$ cat config.mk
export PLATFORM = sky130hd
export DESIGN_NAME = ws2812b_rx
export DESIGN_NICKNAME = d
export VERILOG_FILES = /design/src/rtl/ws2812b_rx_pkg.sv /design/src/rtl/sync_edge.sv /design/src/rtl/ws2812b_rx.sv
export SDC_FILE = /design/constraint.sdc
export NUM_CORES = 1
export LEC_CHECK = 0
export ABC_AREA = 1
export CELL_PAD_IN_SITES_DETAIL_PLACEMENT = 1
export CELL_PAD_IN_SITES_GLOBAL_PLACEMENT = 2
export CORE_MARGIN = 2
export CORE_UTILIZATION = 32
export CTS_BUF_LIST = sky130_fd_sc_hd__clkbuf_16
export CTS_CLUSTER_SIZE = 10
export DETAILED_ROUTE_END_ITERATION = 8
export PLACE_DENSITY = 0.78
export SYNTH_ARGS = -nofsm -noshare
export SYNTH_HDL_FRONTEND = slang
export SYNTH_SLANG_ARGS = --single-unit
$ cat constraint.sdc
create_clock -name sys_clk -period 2.2 [get_ports sys_clk]
set_clock_uncertainty 0.15 [all_clocks]
set_input_delay 0.22 -clock sys_clk [delete_from_list [all_inputs] [get_ports sys_clk]]
set_output_delay 0.22 -clock sys_clk [all_outputs]
set_load 0.01 [all_outputs]
$ cat src/rtl/ws2812b_rx_pkg.sv
// Shared types and constants for the WS2812B stream decoder.
// All timing values are in sys_clk cycles (50 MHz nominal).
package ws2812b_rx_pkg;

    typedef enum logic [1:0] {
        S_ALIGN = 2'd0,
        S_IDLE  = 2'd1,
        S_HIGH  = 2'd2,
        S_LOW   = 2'd3
    } state_t;

    localparam int TH_THRESH_DEF = 30;
    localparam int MIN_HIGH_DEF  = 5;
    localparam int MAX_HIGH_DEF  = 60;
    localparam int RST_CYC_DEF   = 15000;
    localparam int NPIX_DEF      = 64;

    localparam int HIGH_W = 7;
    localparam int LOW_W  = 14;
    localparam int BIT_W  = 5;
    localparam int PIX_W  = 7;
    localparam int WORD_W = 24;

    // GRB word layout, G sent first on the wire
    localparam int G_LSB = 16;
    localparam int R_LSB = 8;
    localparam int B_LSB = 0;

endpackage

$ cat src/rtl/sync_edge.sv
// Two-flop synchronizer for an asynchronous input plus registered
// single-cycle rise/fall strobes; strobes lag the raw input by 3 cycles.
module sync_edge (
    input  logic clk,
    input  logic rst,
    input  logic d,
    output logic d_s,
    output logic rise,
    output logic fall
);

    logic s1;
    logic s2;
    logic s3;

    always_ff @(posedge clk) begin
        if (rst) begin
            s1   <= 1'b0;
            s2   <= 1'b0;
            s3   <= 1'b0;
            rise <= 1'b0;
            fall <= 1'b0;
        end else begin
            s1   <= d;
            s2   <= s1;
            s3   <= s2;
            rise <= s2 & ~s3;
            fall <= ~s2 & s3;
        end
    end

    assign d_s = s2;

endmodule

$ cat src/rtl/ws2812b_rx.sv
// WS2812B single-wire decoder: recovers 24-bit GRB words and frame resets
// from the LED data line, with a sticky error flag for malformed traffic.
module ws2812b_rx
    import ws2812b_rx_pkg::*;
#(
    parameter int TH_THRESH = TH_THRESH_DEF,
    parameter int MIN_HIGH  = MIN_HIGH_DEF,
    parameter int MAX_HIGH  = MAX_HIGH_DEF,
    parameter int RST_CYC   = RST_CYC_DEF,
    parameter int NPIX      = NPIX_DEF
) (
    input  logic              sys_clk,
    input  logic              sys_rst,
    input  logic              data_in,
    output logic [WORD_W-1:0] pix_data,
    output logic              pix_valid,
    output logic [PIX_W-1:0]  pix_idx,
    output logic              frame_done,
    output logic [PIX_W-1:0]  frame_pix,
    output logic              err,
    output logic [1:0]        dbg_state
);

    // pix_valid and frame_done are single-cycle strobes with no backpressure:
    // a consumer must capture pix_data/pix_idx or frame_pix in the strobe cycle.

    localparam logic [7:0]       TH_C   = 8'(TH_THRESH);
    localparam logic [7:0]       MIN_C  = 8'(MIN_HIGH);
    localparam logic [7:0]       MAX_C  = 8'(MAX_HIGH);
    localparam logic [LOW_W-1:0] RST_C  = LOW_W'(RST_CYC);
    localparam logic [PIX_W-1:0] NPIX_C = PIX_W'(NPIX);

    logic d_s;
    logic rise;
    logic fall;

    sync_edge u_sync (
        .clk  (sys_clk),
        .rst  (sys_rst),
        .d    (data_in),
        .d_s  (d_s),
        .rise (rise),
        .fall (fall)
    );

    state_t              state;
    state_t              state_n;
    logic [HIGH_W-1:0]   high_cnt;
    logic [LOW_W-1:0]    low_cnt;
    logic [BIT_W-1:0]    bit_cnt;
    logic [PIX_W-1:0]    pix_cnt;
    // Holds the 23 most recent bits; the 24th is merged in on completion
    logic [WORD_W-2:0]   shreg;

    logic [7:0] hw;
    logic       bit_val;
    logic       clr_high;
    logic       do_shift;
    logic       do_frame;
    logic       set_err;
    logic       enter_align;

    // Width including the current cycle, so a fall strobe sees the full pulse
    assign hw      = {1'b0, high_cnt} + 8'd1;
    assign bit_val = (hw >= TH_C);

    always_comb begin
        state_n  = state;
        clr_high = 1'b0;
        do_shift = 1'b0;
        do_frame = 1'b0;
        set_err  = 1'b0;
        case (state)
            S_ALIGN: begin
                if (low_cnt == RST_C) state_n = S_IDLE;
            end
            S_IDLE: begin
                if (rise) begin
                    clr_high = 1'b1;
                    state_n  = S_HIGH;
                end
            end
            S_HIGH: begin
                if (fall) begin
                    if (hw >= MIN_C && hw <= MAX_C) begin
                        do_shift = 1'b1;
                        state_n  = S_LOW;
                    end else begin
                        set_err = 1'b1;
                        state_n = S_ALIGN;
                    end
                end else if (hw > MAX_C) begin
                    set_err = 1'b1;
                    state_n = S_ALIGN;
                end
            end
            S_LOW: begin
                if (rise) begin
                    clr_high = 1'b1;
                    state_n  = S_HIGH;
                end else if (low_cnt == RST_C) begin
                    do_frame = 1'b1;
                    set_err  = (bit_cnt != '0) || (pix_cnt != NPIX_C);
                    state_n  = S_IDLE;
                end
            end
            default: state_n = S_ALIGN;
        endcase
    end

    assign enter_align = (state_n == S_ALIGN) && (state != S_ALIGN);

    always_ff @(posedge sys_clk) begin
        if (sys_rst) begin
            state      <= S_ALIGN;
            high_cnt   <= '0;
            low_cnt    <= '0;
            bit_cnt    <= '0;
            pix_cnt    <= '0;
            shreg      <= '0;
            pix_data   <= '0;
            pix_valid  <= 1'b0;
            pix_idx    <= '0;
            frame_done <= 1'b0;
            frame_pix  <= '0;
            err        <= 1'b0;
        end else begin
            state      <= state_n;
            pix_valid  <= 1'b0;
            frame_done <= 1'b0;
            if (set_err) err <= 1'b1;

            if (clr_high) begin
                high_cnt <= '0;
            end else if (state == S_HIGH && high_cnt != '1) begin
                high_cnt <= high_cnt + 1'b1;
            end

            // In S_ALIGN low_cnt measures consecutive low cycles of d_s
            if (enter_align || do_shift) begin
                low_cnt <= '0;
            end else if (state == S_ALIGN) begin
                if (d_s) low_cnt <= '0;
                else if (low_cnt != RST_C) low_cnt <= low_cnt + 1'b1;
            end else if (state == S_LOW && low_cnt != RST_C) begin
                low_cnt <= low_cnt + 1'b1;
            end

            if (do_shift) begin
                shreg <= {shreg[WORD_W-3:0], bit_val};
                if (bit_cnt == BIT_W'(WORD_W - 1)) begin
                    pix_data  <= {shreg, bit_val};
                    pix_idx   <= pix_cnt;
                    pix_valid <= 1'b1;
                    bit_cnt   <= '0;
                    if (pix_cnt != '1) pix_cnt <= pix_cnt + 1'b1;
                end else begin
                    bit_cnt <= bit_cnt + 1'b1;
                end
            end

            if (do_frame) begin
                frame_done <= 1'b1;
                frame_pix  <= pix_cnt;
                pix_cnt    <= '0;
                bit_cnt    <= '0;
            end

            if (enter_align) begin
                bit_cnt <= '0;
                pix_cnt <= '0;
            end
        end
    end

    assign dbg_state = state;

endmodule

==> results of run 1 <==
[sequential cells by signal, indices dropped and copies added (netlist names), 5 cells and up]
| name | cells |
|---|---|
| high_cnt | 7 |
| pix_cnt | 7 |
| shreg | 23 |
| pix_data | 24 |
| pix_idx | 7 |
| frame_pix | 7 |
| low_cnt | 14 |
| bit_cnt | 5 |
[worst reg2reg max path: stages (launching register included)]
cell	delay, ns
dfxtp_4	0.37
ha_4	0.15
buf_4	0.10
nand4_1	0.17
nand3_2	0.16
nor2_4	0.06
nand2_1	0.08
nand3_2	0.11
nor2_8	0.13
nand2_2	0.10
buf_12	0.18
nor2_4	0.18
nand2_1	0.09
nand2_1	0.07
[routing by layer]
layer	vias to the layer above	GRT usage [%]
li1	2112	-
met1	1970	23.3
met2	47	29.1
met3	13	4.73
met4	0	4.09
met5	-	0
[cell families after synthesis]
logic type / after synthesis
simple gates: 271
flops: 104
buf+inv: 85
fa+ha+maj: 9
compound gates: 117
xor+xnor: 12
[power by group through the flow]
stage                     combinational [W]  sequential [W]  clock [W]
final                             0.0000865         0.00189    0.00150
after global routing              0.0000975         0.00189    0.00163
after CTS                         0.0000856         0.00189    0.00156
after detailed placement          0.0000828         0.00194          0
after global placement            0.0000816         0.00194          0
after floorplan                   0.0000498         0.00194          0
[repair_timing]
action,4_1_cts,5_1_grt
gates cloned,0,1
resized for setup,16,29
pin swaps,4,7
setup buffers,3,7
setup endpoints to repair,71,80
[Yosys cell counts (all sizes together)]
| master | number |
|---|---|
| nand3 | 51 |
| nand3b | 1 |
| nand2 | 134 |
| a31oi | 1 |
| a211oi | 1 |
| inv | 63 |
| nor4 | 4 |
| o21bai | 2 |
| or2 | 1 |
| nor2 | 51 |
| dfxtp | 104 |
| a21oi | 69 |
| clkinv | 1 |
| and2 | 1 |
| buf | 13 |
| xnor2 | 1 |
| o211a | 1 |
| ha | 9 |
| o21ai | 43 |
| nand4 | 15 |
| xor2 | 11 |
| nor3 | 13 |
| clkbuf | 8 |
[layout make-up]
cell class,instances,area [µm²],area share [%]
sequential,104,2090,35.8
inverter,64,244,4.19
multi-input combinational,409,2170,37.2
clock inverter,7,46.3,0.795
timing repair buffer,87,832,14.3
clock buffer,9,225,3.87
tap,180,225,3.87
[worst min-delay path by stage]
stage | cells past startpoint | slack, ns | to | from
after floorplan | 1 | 0.15 | frame_done | sys_rst
after global placement | 2 | 0.24 | u_sync.d_s | u_sync.s1
after detailed placement | 2 | 0.25 | u_sync.d_s | u_sync.s1
after CTS | 3 | 0.22 | u_sync.s1 | data_in
after global routing | 3 | 0.27 | u_sync.s1 | data_in
final | 3 | 0.23 | u_sync.s1 | data_in
[stage by stage]
stage / utilization (%) / area [µm²]
CTS: 41.2 / 5670
global placement: 38.5 / 5310
global route: 42.3 / 5830
floorplan: - / 4470
finish: 42.3 / 5830
detailed placement: 38.5 / 5310
==> metrics.md, run 1 <==
| Metric | Value |
|---|---|
| Outcome | complete, no violations |
| Iter 0 DRT Violations | 205 |
| Post-Layout Cell Count | between 800 and 900 |
| Initial antenna violation count | 0 |
| Relative slew slack | 74.9% |
| Synth Area in XOR/XNOR | roughly 2.4% |
| #FFs+latches synth | between 100 and 150 |
| Leading post-synthesis cells by cell area | dfxtp_1 47%, nand2_1 11%, a21oi_1 7.5% |
| Setup tns final | 0 ns |
| Largest net degree at the start of global routing | 31 |
| Reg2reg setup slack | 0.04 ns |
| Sw Share | a little under a quarter |
| Mapped Area | between 0.004 and 0.005 mm² |
| Ratio of cells with drive above 1 in the final layout | between 10 and 15% |
| Fin crit period | between 2 and 2.5 ns |
| WL met1 | between 6 and 7 mm |
| Worst Hold Class | in -> reg |
| Fin nets | around 700 |
| Die area | 0.0149 mm² |
| Setup violators final | 0 |
| GRT overflow | 0 |
| Clk slew on worst S/H paths | ~0.07 ns |
| Levels on crit path | 13 |
| Syn Nets | 610 |
| Syn Inst Count | roughly 600 |
| Pre-CTS setup slack | -0.214 ns |
| # IOs | between 40 and 50 |
| Clk sinks | approximately 100 |
| Gate power share | roughly 2.5% |
| Via count | 4,142 |
| Chip width | between 100 and 150 µm |
| Crit Path Class | reg -> reg |
| Crit start category | register |
| Detailed-placement wirelength estimate | roughly 9 mm |
| Max Fclk | between 400 and 500 MHz |
| Tot GR Track Use | between 10% and 20% |
| Seq/Total Area, Yosys | 46.6% |
| Routability cong. | approximately 0.82 |
| Initial Util | around 32% |
| First-pass GRT wire length | 21.0 mm |
| CTS tree | done |
| CP max-delay cell | dfxtp_4 |
| Core area | around 0.014 mm² |
| Final period util | 98.3% |
| Clk pwr share | approximately 43% |
| R2r endpoint | pix_data[6] |
| Crit. Startpoint | high_cnt[0] |
| Data required time at the worst endpoint | 2.34 ns |
| Critical path's most frequent cell | nand2_1 |
| Total CTS buffers | 9 |
| Clock Root Buffer | clkbuf_16 |
| Worst EP arrival | ~2.3 ns |
| Post-DR wirelength/cell | 14.9 µm |
| Max_cap viols | 0 |
| Final hold vios | 0 |
| Worst-Skew Late Latency | 0.35 ns |
| Sequential power share | about 54% |
| Total leakage power | between 2 and 2.5 nW |
| Worst Max-Slew Pin Slew | ~0.37 ns |
| Cell Int Power | between 0.002 and 0.003 W |
| Net Sw Power | 0.000799 W |
| Top Layer Used | met4 |
| Area share of the largest cell type after synthesis | approximately 47% |
| WL met3 | 378 µm |
| Total wire length | about 13 mm |
| CTS H-Tree Depth | 3 |
| Total power | approximately 0.0035 W |
| Post-synthesis mux area share | 0% |
| Compound-gate portion of the synthesized area | 13.6% |
| Max FO, Critical Path | 15 |
| Hold WS | 0.231 ns |
| Drt pass-1 iters | 4 |
| Placed Cells | approximately 830 |
| Vias in the first global route | 4,240 |
| Synthesized-area fraction occupied by adder cells | around 2.5% |
| Hold Buf Count CTS | 0 |
| Cells along the critical path | ha_4, buf_4, nand4_1, nand3_2, nor2_4, nand2_1, nand3_2, nor2_8, nand2_2, buf_12, nor2_4, nand2_1, nand2_1 |
| Worst Reg-to-Reg Cells | 13 |
| Vias per inst | between 4 and 5 |
| Post-synth cell types | 36 |
| Yosys warnings | 0 |
| Pwr dens | between 500 and 600 mW/mm² |
| Cell Rows | 43 |
| Port Buffers | 45 |
| Worst path max stage delay | around 0.37 ns |
| Worst VDD drop | 0.420 mV |
| Diodes inserted | 0 |
| Endpoint type of the worst setup path | register |
| Die Y | roughly 120 µm |
| Simple-Gate Fraction of Synth Area | 27.1% |
| CP delay by family, top | simple AND/OR/NAND/NOR gates |
| RSZ-0062 raised after global routing | yes |
| Largest family of logic cells by synthesized area | simple AND/OR/NAND/NOR gates |
| Critical R2R Launch | high_cnt[0] |
| Post-DRT Antenna Nets | 0 |
| Top cell type by total area after synthesis | dfxtp_1 |
| Commonest non-fill, non-tap cell in the layout | nand2_1 |
| Crit path capture | pix_data[6] |
| Final Max Tran Viols | 0 |
| CP Buf/Inv Count | 2 |
| Metal2 WL | slightly above 6 mm |
| Syn_area_per_cell | between 7 and 8 µm² |
| Clk buf depth | 2 |
| Fill cells | roughly 1,700 |
| Worst setup margin | approximately 0.037 ns |
| DRC Markers | 0 |
| Area Growth Syn to Fin | 30.4% |
| Most frequent cells in the layout | 127 x nand2_1, 101 x dfxtp_1, 65 x a21oi_1 |
No activity file was read; power rests on OpenSTA's default activity.
==> inputs of run 2 (changes only) <==
--- a/config.mk
+++ b/config.mk
@@ -16,2 +16,3 @@
 export PLACE_DENSITY = 0.78
+export RECOVER_POWER = 50
 export SYNTH_ARGS = -nofsm -noshare
--- a/constraint.sdc
+++ b/constraint.sdc
@@ -4,2 +4,2 @@
 set_output_delay 0.22 -clock sys_clk [all_outputs]
-set_load 0.01 [all_outputs]
+set_load 0.005 [all_outputs]
==> metrics.md, run 2 (synthesis results as in run 1) <==
| Metric | Value |
|---|---|
| Sequential power share | 54.3% (about the same) |
| Cell Int Power | 0.00268 W (about the same) |
| Fin nets | 687 (unchanged) |
| Post-DR wirelength/cell | 14.8 µm (about the same) |
| WL met1 | 6.10 mm (-0.33%) |
| Diodes inserted | 0 (unchanged) |
| Routability cong. | 0.823 (unchanged) |
| Crit start category | register |
| Pre-CTS setup slack | -0.214 ns (unchanged) |
| Max Fclk | 462 MHz (about the same) |
| Data required time at the worst endpoint | 2.34 ns (about the same) |
| Worst Hold Class | in -> reg |
| Final hold vios | 0 (unchanged) |
| Hold_sp | data_in |
| Ratio of cells with drive above 1 in the final layout | 14.4% (unchanged) |
| Endpoint type of the worst setup path | register |
| Worst EP arrival | 2.30 ns (about the same) |
| Top reg by flops | pix_data |
| Critical path's most frequent cell | nand2_1 |
| Area Growth Syn to Fin | 30.4% (unchanged) |
| Top Layer Used | met4 |
| Cells along the critical path | ha_4, buf_4, nand4_1, nand3_2, nor2_4, nand2_1, nand3_2, nor2_8, nand2_2, buf_12, nor2_4, nand2_1, nand2_1 |
| Drt pass-1 iters | 5 (+1) |
| Clock Root Buffer | clkbuf_16 |
| Reg2reg setup slack | 0.04 ns (about the same) |
| Multi-input logic area | 0.00217 mm² (unchanged) |
| CTS tree | done |
| Fin util | 42.3% (unchanged) |
| RSZ-0062 raised after global routing | yes |
| Final Max Tran Viols | 0 (unchanged) |
| Relative slew slack | 74.9% (unchanged) |
| Sequential cell area | 0.00209 mm² (unchanged) |
| Setup violators final | 0 (unchanged) |
| Clk buf depth | 2 (unchanged) |
| Crit Path Class | reg -> reg |
| Min-Delay Endpoint | u_sync.s1 |
| Worst Reg-to-Reg Cells | 13 (unchanged) |
| DRC Markers | 0 (unchanged) |
| Gate power share | 2.5% (about the same) |
| Total CTS buffers | 9 (unchanged) |
| Vias per inst | 4.82 (+0.12%) |
| Pwr dens | 598 mW/mm² (about the same) |
| Initial antenna violation count | 0 (unchanged) |
| Worst setup margin | 0.0368 ns (-0.0000990 ns) |
| Die area | 0.0149 mm² (unchanged) |
| Max FO, Critical Path | 15 (unchanged) |
| Cell Rows | 43 (unchanged) |
| Chip width | 122 µm (unchanged) |
| Metal2 WL | 6.11 mm (+0.16%) |
| Commonest non-fill, non-tap cell in the layout | nand2_1 |
| WL met3 | 376 µm (-0.53%) |
| Critical R2R Launch | high_cnt[0] |
| Total wire length | 12.8 mm (about the same) |
| Vias in the first global route | 4,240 (unchanged) |
| Total leakage power | 2.38 nW (+6.9%) |
| Worst path max stage delay | 0.37 ns (about the same) |
| Detailed-placement wirelength estimate | 9.05 mm (unchanged) |
| Hold Buf Count CTS | 0 (unchanged) |
| Clk pwr share | 43.2% (about the same) |
| Initial Util | 32.4% (unchanged) |
| Core area | 0.0138 mm² (unchanged) |
| Worst-Skew Late Latency | 0.35 ns (about the same) |
| Fin crit period | 2.16 ns (+0.0000990 ns) |
| Clk sinks | 104 (unchanged) |
| Outcome | complete, no violations |
| GRT overflow | 0 (unchanged) |
| CP delay by family, top | simple AND/OR/NAND/NOR gates |
| Post-Layout Cell Count | 860 (unchanged) |
| Most frequent cells in the layout | 127 x nand2_1, 101 x dfxtp_1, 65 x a21oi_1 |
| Max_cap viols | 0 (unchanged) |
| Worst Max-Slew Pin Slew | 0.374 ns (+0.000000119 ns) |
| Post-DRT Antenna Nets | 0 (unchanged) |
| Port Buffers | 45 (unchanged) |
| Hold Path Depth | 3 (unchanged) |
| Tot GR Track Use | 17.7% (unchanged) |
| Fill cells | 1,721 (unchanged) |
| R2r endpoint | pix_data[6] |
| Max reg flops | 24 (unchanged) |
| Worst VDD drop | 0.420 mV (about the same) |
| Sw Share | 23.0% (about the same) |
| First-pass GRT wire length | 21.0 mm (unchanged) |
| CP max-delay cell | dfxtp_4 |
| # IOs | 46 (unchanged) |
| Die Y | 122 µm (unchanged) |
| CP Buf/Inv Count | 2 (unchanged) |
| Largest net degree at the start of global routing | 31 (unchanged) |
| Leading registers by flop count | pix_data: 24 flops, shreg: 23 flops, low_cnt: 14 flops |
| Net Sw Power | 0.000799 W (about the same) |
| Placed Cells | 833 (unchanged) |
| Via count | 4,147 (+0.12%) |
| CTS H-Tree Depth | 3 (unchanged) |
| Clk slew on worst S/H paths | 0.07 ns (about the same) |
| Iter 0 DRT Violations | 197 (-3.9%) |
| Final period util | 98.3% (about the same) |
[run 2: cell count changes in the layout (fill, tap and decap cells not counted)]
cell	change
clkdlybuf4s50_1	-43
dlygate4sd3_1	+43
[run 2: cell type report]
cell class	count	share of cell area, %
Clock buffer	9	3.87
Clock inverter	7	0.795
Inverter	64	4.19
Multi-Input combinational cell	409	37.2
Sequential cell	104	35.8
Tap cell	180	3.87
Timing Repair Buffer	87	14.3
[run 2: per-layer routing]
layer / GRT usage [%] / vias to the layer above
met1: 23.3 / 1972
li1: - / 2113
met5: 0 / -
met4: 4.09 / 0
met3: 4.73 / 13
met2: 29.1 / 49
[run 2: worst max path at each step]
stage / from / endpoint / slack, ns / cells past startpoint
floorplan: high_cnt[0] / pix_idx[2] / 0.16 / 13
CTS: high_cnt[0] / pix_idx[3] / 0.008 / 12
detailed placement: high_cnt[0] / low_cnt[7] / -0.21 / 11
finish: high_cnt[0] / pix_data[6] / 0.04 / 13
global placement: high_cnt[0] / low_cnt[8] / -0.12 / 11
global route: high_cnt[0] / pix_data[18] / -0.1 / 13
[run 2: worst min-delay path, delay by kind of cell]
kind	cells	cell delay (ns)
AND/OR/NAND/NOR	1	0.03
buffers and inverters	2	0.44
[run 2: power groups by stage]
stage | sequential [W] | combinational [W] | clock [W]
6_report | 0.00189 | 0.0000865 | 0.00150
5_1_grt | 0.00189 | 0.0000975 | 0.00163
4_1_cts | 0.00189 | 0.0000856 | 0.00156
3_5_place_dp | 0.00194 | 0.0000828 | 0
3_3_place_gp | 0.00194 | 0.0000816 | 0
2_1_floorplan | 0.00194 | 0.0000498 | 0
[run 2: repair_timing]
item | 4_1_cts | 5_1_grt
cloned | 0 | 1
endpoints found under the hold margin | 0 | 0
resized for setup | 16 | 29
pin swaps | 4 | 7
setup endpoints to repair | 71 | 80
setup buffers | 3 | 7
[run 2: through the flow]
stage          power [W]  cell area (µm²)  TNS, ns  hold WS (ns)
2_1_floorplan    0.00199             4470        0         0.154
6_report         0.00348             5830        0         0.231
5_1_grt          0.00362             5830    -3.40         0.267
3_3_place_gp     0.00202             5310    -2.35         0.241
3_5_place_dp     0.00202             5310    -6.41         0.251
4_1_cts          0.00354             5670        0         0.221
==> inputs of run 3 (changes only) <==
Settings changed: CTS_CLUSTER_DIAMETER set to 200.
==> results of run 3 <==
The final DEF is identical to that of run 2; final timing and power are the same.
